## src/rtl/memory_access_pkg.sv

```systemverilog
// Shared widths and state encoding for the memory access stage.
// Execute and writeback import the same default widths.
package memory_access_pkg;

  localparam int DEF_IALU_WORD_WIDTH = 16;
  localparam int DEF_REG_IDX_WIDTH   = 4;
  localparam int DEF_DMEM_ADDR_WIDTH = 12;
  localparam int DEF_DMEM_WORD_WIDTH = 16;

  typedef enum logic {
    IDLE     = 1'b0,
    WAIT_ACK = 1'b1
  } ma_state_t;

endpackage

```

## src/rtl/memory_access.sv

```systemverilog
// Memory access stage: ALU pass-through or one load/store per
// instruction over req/ack, stalling upstream while it is outstanding.
module memory_access
  import memory_access_pkg::*;
#(
  parameter int IALU_WORD_WIDTH = DEF_IALU_WORD_WIDTH,
  parameter int REG_IDX_WIDTH   = DEF_REG_IDX_WIDTH,
  parameter int DMEM_ADDR_WIDTH = DEF_DMEM_ADDR_WIDTH,
  parameter int DMEM_WORD_WIDTH = DEF_DMEM_WORD_WIDTH
) (
  input  logic                       clock,
  input  logic                       reset,
  input  logic                       in_act_write_res_to_reg,
  input  logic                       in_act_load,
  input  logic                       in_act_store,
  input  logic [IALU_WORD_WIDTH-1:0] in_res,
  input  logic [IALU_WORD_WIDTH-1:0] in_store_data,
  input  logic [REG_IDX_WIDTH-1:0]   in_res_reg_idx,
  output logic                       out_stall,
  output logic                       out_dmem_req,
  output logic                       out_dmem_we,
  output logic [DMEM_ADDR_WIDTH-1:0] out_dmem_addr,
  output logic [DMEM_WORD_WIDTH-1:0] out_dmem_wdata,
  input  logic                       in_dmem_ack,
  input  logic [DMEM_WORD_WIDTH-1:0] in_dmem_rdata,
  output logic                       out_act_write_res_to_reg,
  output logic [IALU_WORD_WIDTH-1:0] out_res,
  output logic [REG_IDX_WIDTH-1:0]   out_res_reg_idx
);

  ma_state_t                  r_state;
  ma_state_t                  w_state_nxt;
  logic                       r_req;
  logic                       w_req_nxt;
  logic                       r_we;
  logic                       w_we_nxt;
  logic [DMEM_ADDR_WIDTH-1:0] r_addr;
  logic [DMEM_ADDR_WIDTH-1:0] w_addr_nxt;
  logic [DMEM_WORD_WIDTH-1:0] r_wdata;
  logic [DMEM_WORD_WIDTH-1:0] w_wdata_nxt;
  logic [REG_IDX_WIDTH-1:0]   r_lat_idx;
  logic [REG_IDX_WIDTH-1:0]   w_lat_idx_nxt;
  logic                       r_lat_wr;
  logic                       w_lat_wr_nxt;
  logic                       r_act;
  logic                       w_act_nxt;
  logic [IALU_WORD_WIDTH-1:0] r_res;
  logic [IALU_WORD_WIDTH-1:0] w_res_nxt;
  logic [REG_IDX_WIDTH-1:0]   r_idx;
  logic [REG_IDX_WIDTH-1:0]   w_idx_nxt;
  logic                       w_mem_op;

  assign w_mem_op = in_act_load | in_act_store;

  always_comb begin
    w_state_nxt   = r_state;
    w_req_nxt     = r_req;
    w_we_nxt      = r_we;
    w_addr_nxt    = r_addr;
    w_wdata_nxt   = r_wdata;
    w_lat_idx_nxt = r_lat_idx;
    w_lat_wr_nxt  = r_lat_wr;
    w_act_nxt     = 1'b0;
    w_res_nxt     = '0;
    w_idx_nxt     = '0;
    unique case (r_state)
      IDLE: begin
        if (w_mem_op) begin
          // a load wins when both flags are set
          w_state_nxt   = WAIT_ACK;
          w_req_nxt     = 1'b1;
          w_we_nxt      = in_act_store & ~in_act_load;
          w_addr_nxt    = in_res[DMEM_ADDR_WIDTH-1:0];
          w_wdata_nxt   = in_store_data;
          w_lat_idx_nxt = in_res_reg_idx;
          w_lat_wr_nxt  = in_act_write_res_to_reg;
        end else begin
          w_act_nxt = in_act_write_res_to_reg;
          w_res_nxt = in_res;
          w_idx_nxt = in_res_reg_idx;
        end
      end
      WAIT_ACK: begin
        if (in_dmem_ack) begin
          w_state_nxt = IDLE;
          w_req_nxt   = 1'b0;
          if (!r_we) begin
            w_act_nxt = r_lat_wr;
            w_res_nxt = in_dmem_rdata;
            w_idx_nxt = r_lat_idx;
          end
        end
      end
    endcase
  end

  always_ff @(posedge clock or posedge reset) begin
    if (reset) begin
      r_state   <= IDLE;
      r_req     <= 1'b0;
      r_we      <= 1'b0;
      r_addr    <= '0;
      r_wdata   <= '0;
      r_lat_idx <= '0;
      r_lat_wr  <= 1'b0;
      r_act     <= 1'b0;
      r_res     <= '0;
      r_idx     <= '0;
    end else begin
      r_state   <= w_state_nxt;
      r_req     <= w_req_nxt;
      r_we      <= w_we_nxt;
      r_addr    <= w_addr_nxt;
      r_wdata   <= w_wdata_nxt;
      r_lat_idx <= w_lat_idx_nxt;
      r_lat_wr  <= w_lat_wr_nxt;
      r_act     <= w_act_nxt;
      r_res     <= w_res_nxt;
      r_idx     <= w_idx_nxt;
    end
  end

  assign out_stall                = (r_state == WAIT_ACK);
  assign out_dmem_req             = r_req;
  assign out_dmem_we              = r_we;
  assign out_dmem_addr            = r_addr;
  assign out_dmem_wdata           = r_wdata;
  assign out_act_write_res_to_reg = r_act;
  assign out_res                  = r_res;
  assign out_res_reg_idx          = r_idx;

endmodule

```

## config.mk

```make
export PLATFORM = sky130hd
export DESIGN_NAME = memory_access
export DESIGN_NICKNAME = d
export VERILOG_FILES = /design/src/rtl/memory_access_pkg.sv /design/src/rtl/memory_access.sv
export SDC_FILE = /design/constraint.sdc
export NUM_CORES = 1
export LEC_CHECK = 0
export ABC_AREA = 0
export CORE_ASPECT_RATIO = 1.75
export CORE_MARGIN = 8
export CORE_UTILIZATION = 43
export DETAILED_ROUTE_END_ITERATION = 10
export GPL_TIMING_DRIVEN = 0
export PLACE_DENSITY = 0.85
export SYNTH_ARGS = -nofsm -noshare
export SYNTH_HDL_FRONTEND = slang
export SYNTH_SLANG_ARGS = --single-unit
```

## constraint.sdc

```tcl
create_clock -name clock -period 2.7 [get_ports clock]
set_input_delay 0.405 -clock clock [delete_from_list [all_inputs] [get_ports clock]]
set_output_delay 0.405 -clock clock [all_outputs]
set_load 0.01 [all_outputs]
```

# ---- Yosys cells after proc, flatten, opt, wreduce, memory -nomap -nowiden
# Index checks and enable logic that the tools add are counted.
dict set report classes {
  eq_ne 2
  mux 18
  n_bitwise 4
  reduce_logical 2
}
# op n
set ops {}
lappend ops {{16-bit 2-to-1 mux} 3}
lappend ops {{16-bit case mux with 2 select lines} 1}
lappend ops {{4-bit 2-to-1 mux} 3}
lappend ops {{4-bit case mux with 2 select lines} 1}
lappend ops {{1-bit 2-to-1 mux} 7}
lappend ops {{1-bit case mux with 2 select lines} 3}
lappend ops {{2-bit inequality test (second input constant)} 2}
lappend ops {{2-bit AND reduction} 2}
lappend ops {{1-bit NOT} 2}
lappend ops {{1-bit bitwise AND} 1}
lappend ops {{1-bit bitwise OR} 1}
dict set report totals {
  register_bits 57
  input_bits 58
  out_inout_bits 52
  elab_cells 36
}

# ---- Logic depth before layout (Yosys ltp)
# Gate-level depths: netlist of run 1.
dict set report logic_depth {
  depth_word 3
  depth_mapped 3
  ltp_nobuf 2
}

# ---- Worst setup path before layout of run 1
# No wires, ideal clock.
dict set report synth_path {
  path_kind {register -> register}
  start {register r_state (netlist: out_stall)}
  end {register r_addr[0] (netlist: out_dmem_addr[0])}
  setup_ps 125
  arrival_ps 1182
  t_required_ps 2575
  slack_ps 1393
  stages_incl_launch_ff 4
  n_path_buf 1
  synth_period_minus_slack_ps 1307
  cell_sequence {dfrtp_1 o21bai_4 buf_6 mux2_4}
}
dict set report synth_between {
  elab_chain_len 2
}
# element line
set synth_rtl {}
lappend synth_rtl {{start, declared} memory_access.sv:31} ;# ma_state_t r_state;
lappend synth_rtl {{start signal, assigned} memory_access.sv:110} ;# r_state <= w_state_nxt;
lappend synth_rtl {{1-bit NOT} n/a}
lappend synth_rtl {{2-bit AND reduction (no line)} n/a}
lappend synth_rtl {{end signal, assigned} memory_access.sv:113} ;# r_addr <= w_addr_nxt;
lappend synth_rtl {{end, declared} memory_access.sv:37} ;# logic [DMEM_ADDR_WIDTH-1:0] r_addr;
# Every way passes these cells.
# A chain may end at the register's enable or synchronous reset.

# ---- Worst setup path in the final report of run 1
dict set report layout_path {
  start {register r_state (netlist: out_stall)}
  end {output out_stall}
}
# element line
set layout_lines {}
lappend layout_lines {{end, declared} memory_access.sv:19} ;# output logic out_stall,
# No word-level cell between the ends.

==> summary.md, run 1 <==
| Metric | Value |
|---|---|
| Full die area | 7811 um^2 |
| Mapped cell area | 2221 um^2 |
| Drt first pass iters | 4 |
| Worst Setup End Kind | primary output |
| Fillers | 319 |
| Worst r2r src | out_stall |
| Largest net degree at the start of global routing | 35 |
| Pwr Total | 2.776 mW |
| Wire length per cell | 20.17 um |
| FF+latch area | 1426 um^2 |
| Crit path buf inv count | 1 |
| Status | finished, final reports clean |
| Core Region | 4977 um^2 |
| Port Buffers | 109 |
| Area occupied by multi-input gates | 729.5 um^2 |
| Gr usage total | 0.1641 |
| Vias in the first global route | 1898 |
| Worst R2R Path Depth | 3 |
| CP top delay family | buffers and inverters |
| Syn_area_per_cell | 17.35 um^2 |
| Final Hold Vio Count | 0 |
| Met3 Track Usage GR | 0.08423 |
| Via density | 5.071 |
| Ys Warns | 0 |
| Max Clk Rate | 550.9 MHz |
| Max-Cap Viols | 0 |
| Final Cycle Share | 0.6723 |
| Met2 usage | 0.2700 |
| M1 GR Usage | 0.1623 |
| Initial antenna violation count | 0 |
| Cell Rows | 34 |
| FF+latch count, synth | 57 |
| Worst-Skew Late Latency | 0.33 ns |
| Worst IR Drop VDD | 642.2 uV |
| Hold Buf Count CTS | 0 |
| Clock root buffer | clkbuf_8 |
| Type of the worst setup path | reg2out |
| DRC viols | 0 |
| Startpoint types | flip-flop |
| Cts bufs inserted | 9 |
| Worst slew margin | 0.6462 |
| Gr busiest metal | met2 |
| Reg-to-Reg End | out_dmem_addr[11] |
| Most frequent cells in the layout | clkdlybuf4s50_1, dfrtp_1, mux2_4, a22o_1, clkbuf_8 |
| Synth cell types | 14 |
| 1st-iter DRT viols | 41 |
| Slew at the pin with the worst max-slew slack | 0.5300 ns |
| First-pass GRT wire length | 9.998 mm |
| Vias | 1562 |
| Sink Count | 57 |
| Critical Path AT | 1.41 ns |
| Initial Util | 0.4462 |
| Htree depth | 3 |
| Worst Path Required | 2.30 ns |
| Smallest hold slack | 0.4357 ns |
| Synth Instances | 128 |
| CP peak stage delay | 0.60 ns |
| GRT overflow | 0 |
| Die height | 111.1 um |
| Final min period | 1.815 ns |
| Power Density | 762.3 nW/um^2 |
| Routed WL | 6.212 mm |
| Finished Layout Cells | 308 |
| Antenna Violating Nets Remaining | 0 |
| Worst reg-to-reg setup slack | 1.28 ns |
| Commonest non-fill, non-tap cell in the layout | clkdlybuf4s50_1 |
| Postcts setup bufs | 0 |
| Routability cong. | 0.7436 |
| Antenna Cells | 0 |
| CP max FO | 8 |
| Horiz. Die Dim | 70.33 um |
| Post-DP HPWL | 4.671 mm |
| Min-delay worst type | in2async |
| RSZ-0062 raised after global routing | no |
| Cts repair resizes | 0 |
| Leak | 1.682 nW |
| Sequential share of the synthesized area | 0.6423 |
| Setup Skew | 0.009259 ns |
| Clock buffer depth | 2 |
| Nets@finish | 307 |
| Share of cells above drive strength 1 | 0.2362 |
| Syn-to-layout area delta | 64.00% |
| Endpoints failing setup | 0 |
| CP max-delay cell | clkdlybuf4s50_1 |
| Max Slew Vio Count | 0 |
| # placed instances | 292 |
| Critical Path, Cell by Cell | clkdlybuf4s50_1 |
| Worst-path clk slew | 0.07 ns |
| CTS tree | built |
| I/O pin count | 110 |
| Synth Net Count | 186 |
-- worst max path at each step --
stage | startpoint | to | slack (ns) | cells past startpoint
global route | out_stall | out_stall | 0.83 | 1
floorplan | reset | out_act_write_res_to_reg | 0.90 | 1
global placement | reset | out_dmem_addr[10] | -0.06 | 2
CTS | out_stall | out_stall | 0.87 | 1
detailed placement | in_act_store | r_lat_wr | 0.82 | 4
finish | out_stall | out_stall | 0.88 | 1
-- layer usage --
metal,part of all wire,up-vias
li1,-,705
met1,0.36,776
met2,0.52,68
met3,0.087,13
met4,0.028,0
met5,0,-
-- cells in the mapped netlist (all sizes together) --
| cell | instances | share of area |
|---|---|---|
| a2bb2oi | 1 | 0.0039 |
| o21bai | 1 | 0.0085 |
| dfrtp | 57 | 0.64 |
| nor2b | 1 | 0.0028 |
| a21oi | 1 | 0.0023 |
| inv | 3 | 0.0051 |
| buf | 7 | 0.024 |
| mux2 | 33 | 0.22 |
| and3b | 1 | 0.0039 |
| a22oi | 1 | 0.0034 |
| a22o | 21 | 0.083 |
| nor3 | 1 | 0.0045 |
-- where the power goes --
group          total [mW]  internal (mW)  switching, mW
clock               0.960          0.633          0.327
combinational       0.736          0.482          0.254
sequential           1.08           1.00         0.0796
-- per-stage QoR --
| step | worst slack [ns] | cell area [um^2] | util | TNS [ns] |
|---|---|---|---|---|
| after global routing | 0.8268 | 3642 | 0.7318 | 0 |
| after floorplan | 0.8954 | 2221 | - | 0 |
| final | 0.8849 | 3642 | 0.7318 | 0 |
| after global placement | -0.06096 | 3379 | 0.6790 | -3.217 |
| after detailed placement | 0.8238 | 3400 | 0.6830 | 0 |
| after CTS | 0.8742 | 3642 | 0.7318 | 0 |
-- cell type report --
class,instances,share of cell area
flip-flops and latches,57,0.3916
repair buffers,110,0.3051
multi-input cells,61,0.2003
clock buffers,10,0.03779
clock inverters,6,0.02886
well taps,54,0.01855
plain buffers,7,0.01477
inverters,3,0.003092
-- cell families (layout without fill, tap and decap cells) --
kind of cell           Yosys count  count (layout)  share of synthesized area
AOI/OAI and AO/OA               25              25                     0.1008
buffers and inverters           10             136                    0.02929
DFF                             57              57                     0.6423
and+or+nand+nor                  3               3                    0.01127
muxes                           33              33                     0.2163
Power figures use the tool's default switching activity.
==> run 2, diff against run 1 <==
--- a/config.mk
+++ b/config.mk
@@ -8,10 +8,10 @@
 export ABC_AREA = 0
 export CORE_ASPECT_RATIO = 1.75
 export CORE_MARGIN = 8
-export CORE_UTILIZATION = 43
+export CORE_UTILIZATION = 36
 export DETAILED_ROUTE_END_ITERATION = 10
 export GPL_TIMING_DRIVEN = 0
-export PLACE_DENSITY = 0.85
+export PLACE_DENSITY = 0.76
 export SYNTH_ARGS = -nofsm -noshare
 export SYNTH_HDL_FRONTEND = slang
 export SYNTH_SLANG_ARGS = --single-unit
==> constraint.sdc (replaced) <==
create_clock -name clock -period 1.45 [get_ports clock]
set_input_delay 0.2175 -clock clock [delete_from_list [all_inputs] [get_ports clock]]
set_output_delay 0.2175 -clock clock [all_outputs]
set_load 0.01 [all_outputs]
==> summary.md, run 2 (same netlist as run 1, synthesis figures left out) <==
| Metric | Value |
|---|---|
| Drt first pass iters | 4 |
| Max Slew Vio Count | 0 |
| Via density | 4.590 |
| Power Density | 1311 nW/um^2 |
| Worst Path Required | 1.23 ns |
| First-pass GRT wire length | 9.280 mm |
| Worst slew margin | 0.5359 |
| Crit path buf inv count | 1 |
| Metal2 WL | 3.215 mm |
| Final min period | 1.412 ns |
| Cell Rows | 38 |
| Slew at the pin with the worst max-slew slack | 0.6947 ns |
| Critical Path, Cell by Cell | clkdlybuf4s50_1 |
| CP peak stage delay | 0.54 ns |
| Clock root buffer | clkbuf_8 |
| Status | finished, final reports clean |
| Horiz. Die Dim | 75.38 um |
| Smallest hold slack | 0.3382 ns |
| Pwr Total | 4.737 mW |
| WL met3 | 416 um |
| Max-Cap Viols | 0 |
| CP max-delay cell | clkdlybuf4s50_1 |
| Initial antenna violation count | 0 |
| CTS tree | built |
| CP max FO | 1 |
| DP Area | 3416 um^2 |
| Antenna Violating Nets Remaining | 0 |
| I/O pin count | 110 |
| Fillers | 547 |
| Top Metal Used | met4 |
| Min-delay worst type | in2async |
| Final design area excluding fillers | 3612 um^2 |
| Gr usage total | 0.1422 |
| Antenna Cells | 0 |
| Endpoints failing setup | 0 |
| Routability cong. | 0.7263 |
| Setup Skew | 0.003360 ns |
| M1 WL | 2.193 mm |
| Core Region | 6086 um^2 |
| Port Buffers | 109 |
| Commonest non-fill, non-tap cell in the layout | clkdlybuf4s50_1 |
| Cts repair resizes | 43 |
| Die height | 119.9 um |
| Start point of the critical path | out_res[2] |
| Final Cycle Share | 0.9739 |
| 1st-iter DRT viols | 51 |
| Startpoint types | flip-flop |
| Nets@finish | 307 |
| CP top delay family | buffers and inverters |
| Wire length per cell | 17.96 um |
| # placed instances | 317 |
| Worst Setup End Kind | primary output |
| Finished Layout Cells | 334 |
| Leak | 1.875 nW |
| Largest net degree at the start of global routing | 58 |
| Htree depth | 3 |
| Share of cells above drive strength 1 | 0.2323 |
| Initial Util | 0.3649 |
| Cts bufs inserted | 9 |
| Sink Count | 57 |
| Type of the worst setup path | reg2out |
| Hold Buf Count CTS | 0 |
| Full die area | 9038 um^2 |
| Postcts setup bufs | 0 |
| Syn-to-layout area delta | 62.65% |
| Critical Path AT | 1.19 ns |
| Worst r2r src | out_stall |
| Worst reg-to-reg setup slack | 0.14 ns |
| Max Clk Rate | 708.1 MHz |
| Worst IR Drop VDD | 637.0 uV |
| Vias in the first global route | 1746 |
| Clock buffer depth | 2 |
| GRT overflow | 0 |
| Worst-Skew Late Latency | 0.33 ns |
| Routed WL | 5.997 mm |
| RSZ-0062 raised after global routing | no |
| Post-DP HPWL | 4.564 mm |
| Most frequent cells in the layout | clkdlybuf4s50_1, dfrtp_1, dlygate4sd2_1, mux2_4, a22o_1 |
| Vias | 1533 |
| Worst-path clk slew | 0.06 ns |
| Final Hold Vio Count | 0 |
| DRC viols | 0 |
[run 2: cell types whose count changed in the layout (fill, tap and decap cells not counted), moves of 2 or more]
cell,change
clkinv_2,-2
dlymetal6s2s_1,+8
dlygate4sd2_1,+42
clkbuf_8,+2
clkdlybuf4s50_1,-50
clkbuf_1,+2
bufinv_16,-2
[run 2: layer usage]
| layer | track usage | up-vias |
|---|---|---|
| met5 | 0 | - |
| met4 | 0.08354 | 0 |
| met3 | 0.04845 | 13 |
| met2 | 0.2341 | 64 |
| met1 | 0.1498 | 751 |
| li1 | - | 705 |
[run 2: where the power goes]
group	switching [mW]	internal [mW]	total [mW]	leakage, nW
sequential	0.131	1.86	2.00	0.702
combinational	0.463	0.738	1.20	1.07
clock	0.608	0.933	1.54	0.107
total	1.20	3.53	4.74	1.87
[run 2: stage by stage]
step / TNS, ns / worst slack (ns) / util
after global placement: -17.96 / -0.2802 / 0.5613
after global routing: 0 / 0.01243 / 0.5935
after CTS: 0 / 0.0002712 / 0.5870
after detailed placement: -19.58 / -0.2811 / 0.5613
after floorplan: 0 / 0.1426 / -
final: 0 / 0.03784 / 0.5935
[run 2: final timing paths]
| path | to | depth (start not counted) |
|---|---|---|
| worst min-delay path | out_res_reg_idx[2] | 2 |
| worst min register to register | out_res_reg_idx[0] | 1 |
| worst max register to register | r_lat_idx[1] | 3 |
| min in group clock | out_res[8] | 2 |
| worst max-delay path | out_res[2] | 1 |
| max in group asynchronous | out_dmem_wdata[13] | 3 |
[run 2: final cells by class]
type | count | area, um^2 | area share
Buffer | 7 | 53.80 | 0.01489
Clock buffer | 14 | 172.7 | 0.04780
Clock inverter | 2 | 35.03 | 0.009699
Inverter | 3 | 15.01 | 0.004157
Multi-Input combinational cell | 61 | 729.5 | 0.2019
Sequential cell | 57 | 1428 | 0.3952
Tap cell | 80 | 100.1 | 0.02771
Timing Repair Buffer | 110 | 1079 | 0.2986
==> run 3, diff against run 2 <==
--- a/config.mk
+++ b/config.mk
@@ -6,6 +6,7 @@
 export NUM_CORES = 1
 export LEC_CHECK = 0
 export ABC_AREA = 0
+export CAP_MARGIN = 20
 export CORE_ASPECT_RATIO = 1.75
 export CORE_MARGIN = 8
 export CORE_UTILIZATION = 36
==> summary.md, run 3 (same netlist as run 1, synthesis figures left out) <==
| Metric | Value |
|---|---|
| Status | finished, final reports clean |
| GRT overflow | 0 |
| CTS tree | built |
| CP max-delay cell | clkdlybuf4s50_1 |
| Share of cells above drive strength 1 | 0.2323 |
| Cts bufs inserted | 9 |
| Full die area | 9038 um^2 |
| # placed instances | 318 |
| Leak | 1.804 nW |
| Clock buffer depth | 2 |
| Fillers | 562 |
| Min-delay worst type | in2async |
| CP peak stage delay | 0.54 ns |
| Worst Path Required | 1.23 ns |
| Nets@finish | 307 |
| Finished Layout Cells | 334 |
| Horiz. Die Dim | 75.38 um |
| Switching pwr | 1.181 mW |
| Type of the worst setup path | reg2out |
| RSZ-0062 raised after global routing | no |
| Startpoint types | flip-flop |
| Commonest non-fill, non-tap cell in the layout | clkdlybuf4s50_1 |
| Net Sw Frac | 0.2632 |
| Seq pwr share | 0.444 |
| Core Region | 6086 um^2 |
| Htree depth | 3 |
| Max Clk Rate | 708.6 MHz |
| Slew at the pin with the worst max-slew slack | 0.5399 ns |
| Final Hold Vio Count | 0 |
| Postcts setup bufs | 0 |
| 1st-iter DRT viols | 45 |
| DRC viols | 0 |
| Antenna Violating Nets Remaining | 0 |
| First-pass GRT wire length | 9.397 mm |
| Logic pwr share | 0.267 |
| Post-DP HPWL | 4.637 mm |
| Power Density | 1258 nW/um^2 |
| Routed WL | 5.995 mm |
| Max Slew Vio Count | 0 |
| Port Buffers | 109 |
| Final Cycle Share | 0.9733 |
| Die height | 119.9 um |
| Gr usage total | 0.1431 |
| Initial antenna violation count | 0 |
| Worst-path clk slew | 0.07 ns |
| DP Area | 3436 um^2 |
| CP top delay family | buffers and inverters |
| Clock root buffer | clkbuf_8 |
| Cell internal pwr | 3.306 mW |
| Worst Setup End Kind | primary output |
| Sink Count | 57 |
| Syn-to-layout area delta | 60.56% |
| Cell Rows | 38 |
| Setup Skew | 0.005902 ns |
| Endpoints failing setup | 0 |
| Initial Util | 0.3649 |
| Worst slew margin | 0.6393 |
| Worst-Skew Late Latency | 0.33 ns |
| Worst IR Drop VDD | 753.3 uV |
| Critical Path AT | 1.19 ns |
| Via density | 4.512 |
| Drt first pass iters | 6 |
| Crit path buf inv count | 1 |
| Critical Path, Cell by Cell | clkdlybuf4s50_1 |
| Routability cong. | 0.7263 |
| Vias in the first global route | 1754 |
| Vias | 1507 |
| Max-Cap Viols | 0 |
| Final setup TNS | 0 ns |
| I/O pin count | 110 |
| Clk pwr share | 0.288 |
| Final min period | 1.411 ns |
| CP max FO | 1 |
| Final design area excluding fillers | 3566 um^2 |
| Antenna Cells | 0 |
| Wire length per cell | 17.95 um |
| Largest net degree at the start of global routing | 35 |
| Most frequent cells in the layout | clkdlybuf4s50_1, dfrtp_1, dlygate4sd2_1, mux2_4, a22o_1 |
## run 3: cell types whose count changed in the layout (fill, tap and decap cells not counted), sizes merged
cell           before  now
dlymetal6s2s        8    4
clkinv              1    3
clkbuf             14   13
bufinv              1    0
dlygate4sd2        42   44
clkdlybuf4s50      59   61
## run 3: path summary, 6_finish.rpt
kind,startpoint,endpoint,slack (ns),cells after the start
max,out_res[2],out_res[2],0.04,1
min,reset,out_res_reg_idx[0],0.29,2
max reg2reg,out_stall,out_dmem_addr[2],0.13,3
min reg2reg,r_lat_idx[0],out_res_reg_idx[0],0.49,1
max in group asynchronous,reset,out_dmem_wdata[14],0.63,3
min in group clock,in_dmem_rdata[5],out_res[5],0.48,2
## run 3: cell type report
class | instances | area [um^2] | share of cell area
Inverter | 3 | 15.01 | 0.004211
Tap cell | 80 | 100.1 | 0.02807
Multi-Input combinational cell | 61 | 729.5 | 0.2046
Clock inverter | 3 | 15.01 | 0.004211
Sequential cell | 57 | 1428 | 0.4004
Buffer | 7 | 53.80 | 0.01509
Timing Repair Buffer | 110 | 1066 | 0.2989
Clock buffer | 13 | 158.9 | 0.04456
## run 3: per-layer routing
metal / part of all wire / track usage / vias up
met3: 0.072 / 0.05848 / 7
met4: 0.020 / 0.07264 / 0
li1: - / - / 706
met1: 0.37 / 0.1489 / 738
met2: 0.54 / 0.2363 / 56
met5: 0 / 0 / -
## run 3: power by group through the flow
stage                     Clock, mW  Sequential (mW)  Combinational (mW)
after detailed placement          0             2.03                1.38
after global routing           1.40             2.03                1.29
final                          1.29             1.99                1.20
after CTS                      1.35             2.00                1.23
after floorplan                   0             2.14               0.487
after global placement            0             2.02                1.36
## run 3: through the flow
step / util / power, mW / setup slack (ns) / hold WS [ns]
2_1_floorplan: - / 2.624 / 0.1426 / 0.3043
3_5_place_dp: 0.5646 / 3.410 / -0.2819 / 0.4769
4_1_cts: 0.5843 / 4.576 / 0.00007638 / 0.2838
6_report: 0.5859 / 4.486 / 0.03870 / 0.2898
3_3_place_gp: 0.5613 / 3.375 / -0.2802 / 0.4710
5_1_grt: 0.5859 / 4.713 / 0.0004826 / 0.3323
## run 3: timing repair
item                       CTS  global route
hold buffers                 0             0
gates resized for setup     45             4
setup endpoints to repair   44             4
cloned                       0             0
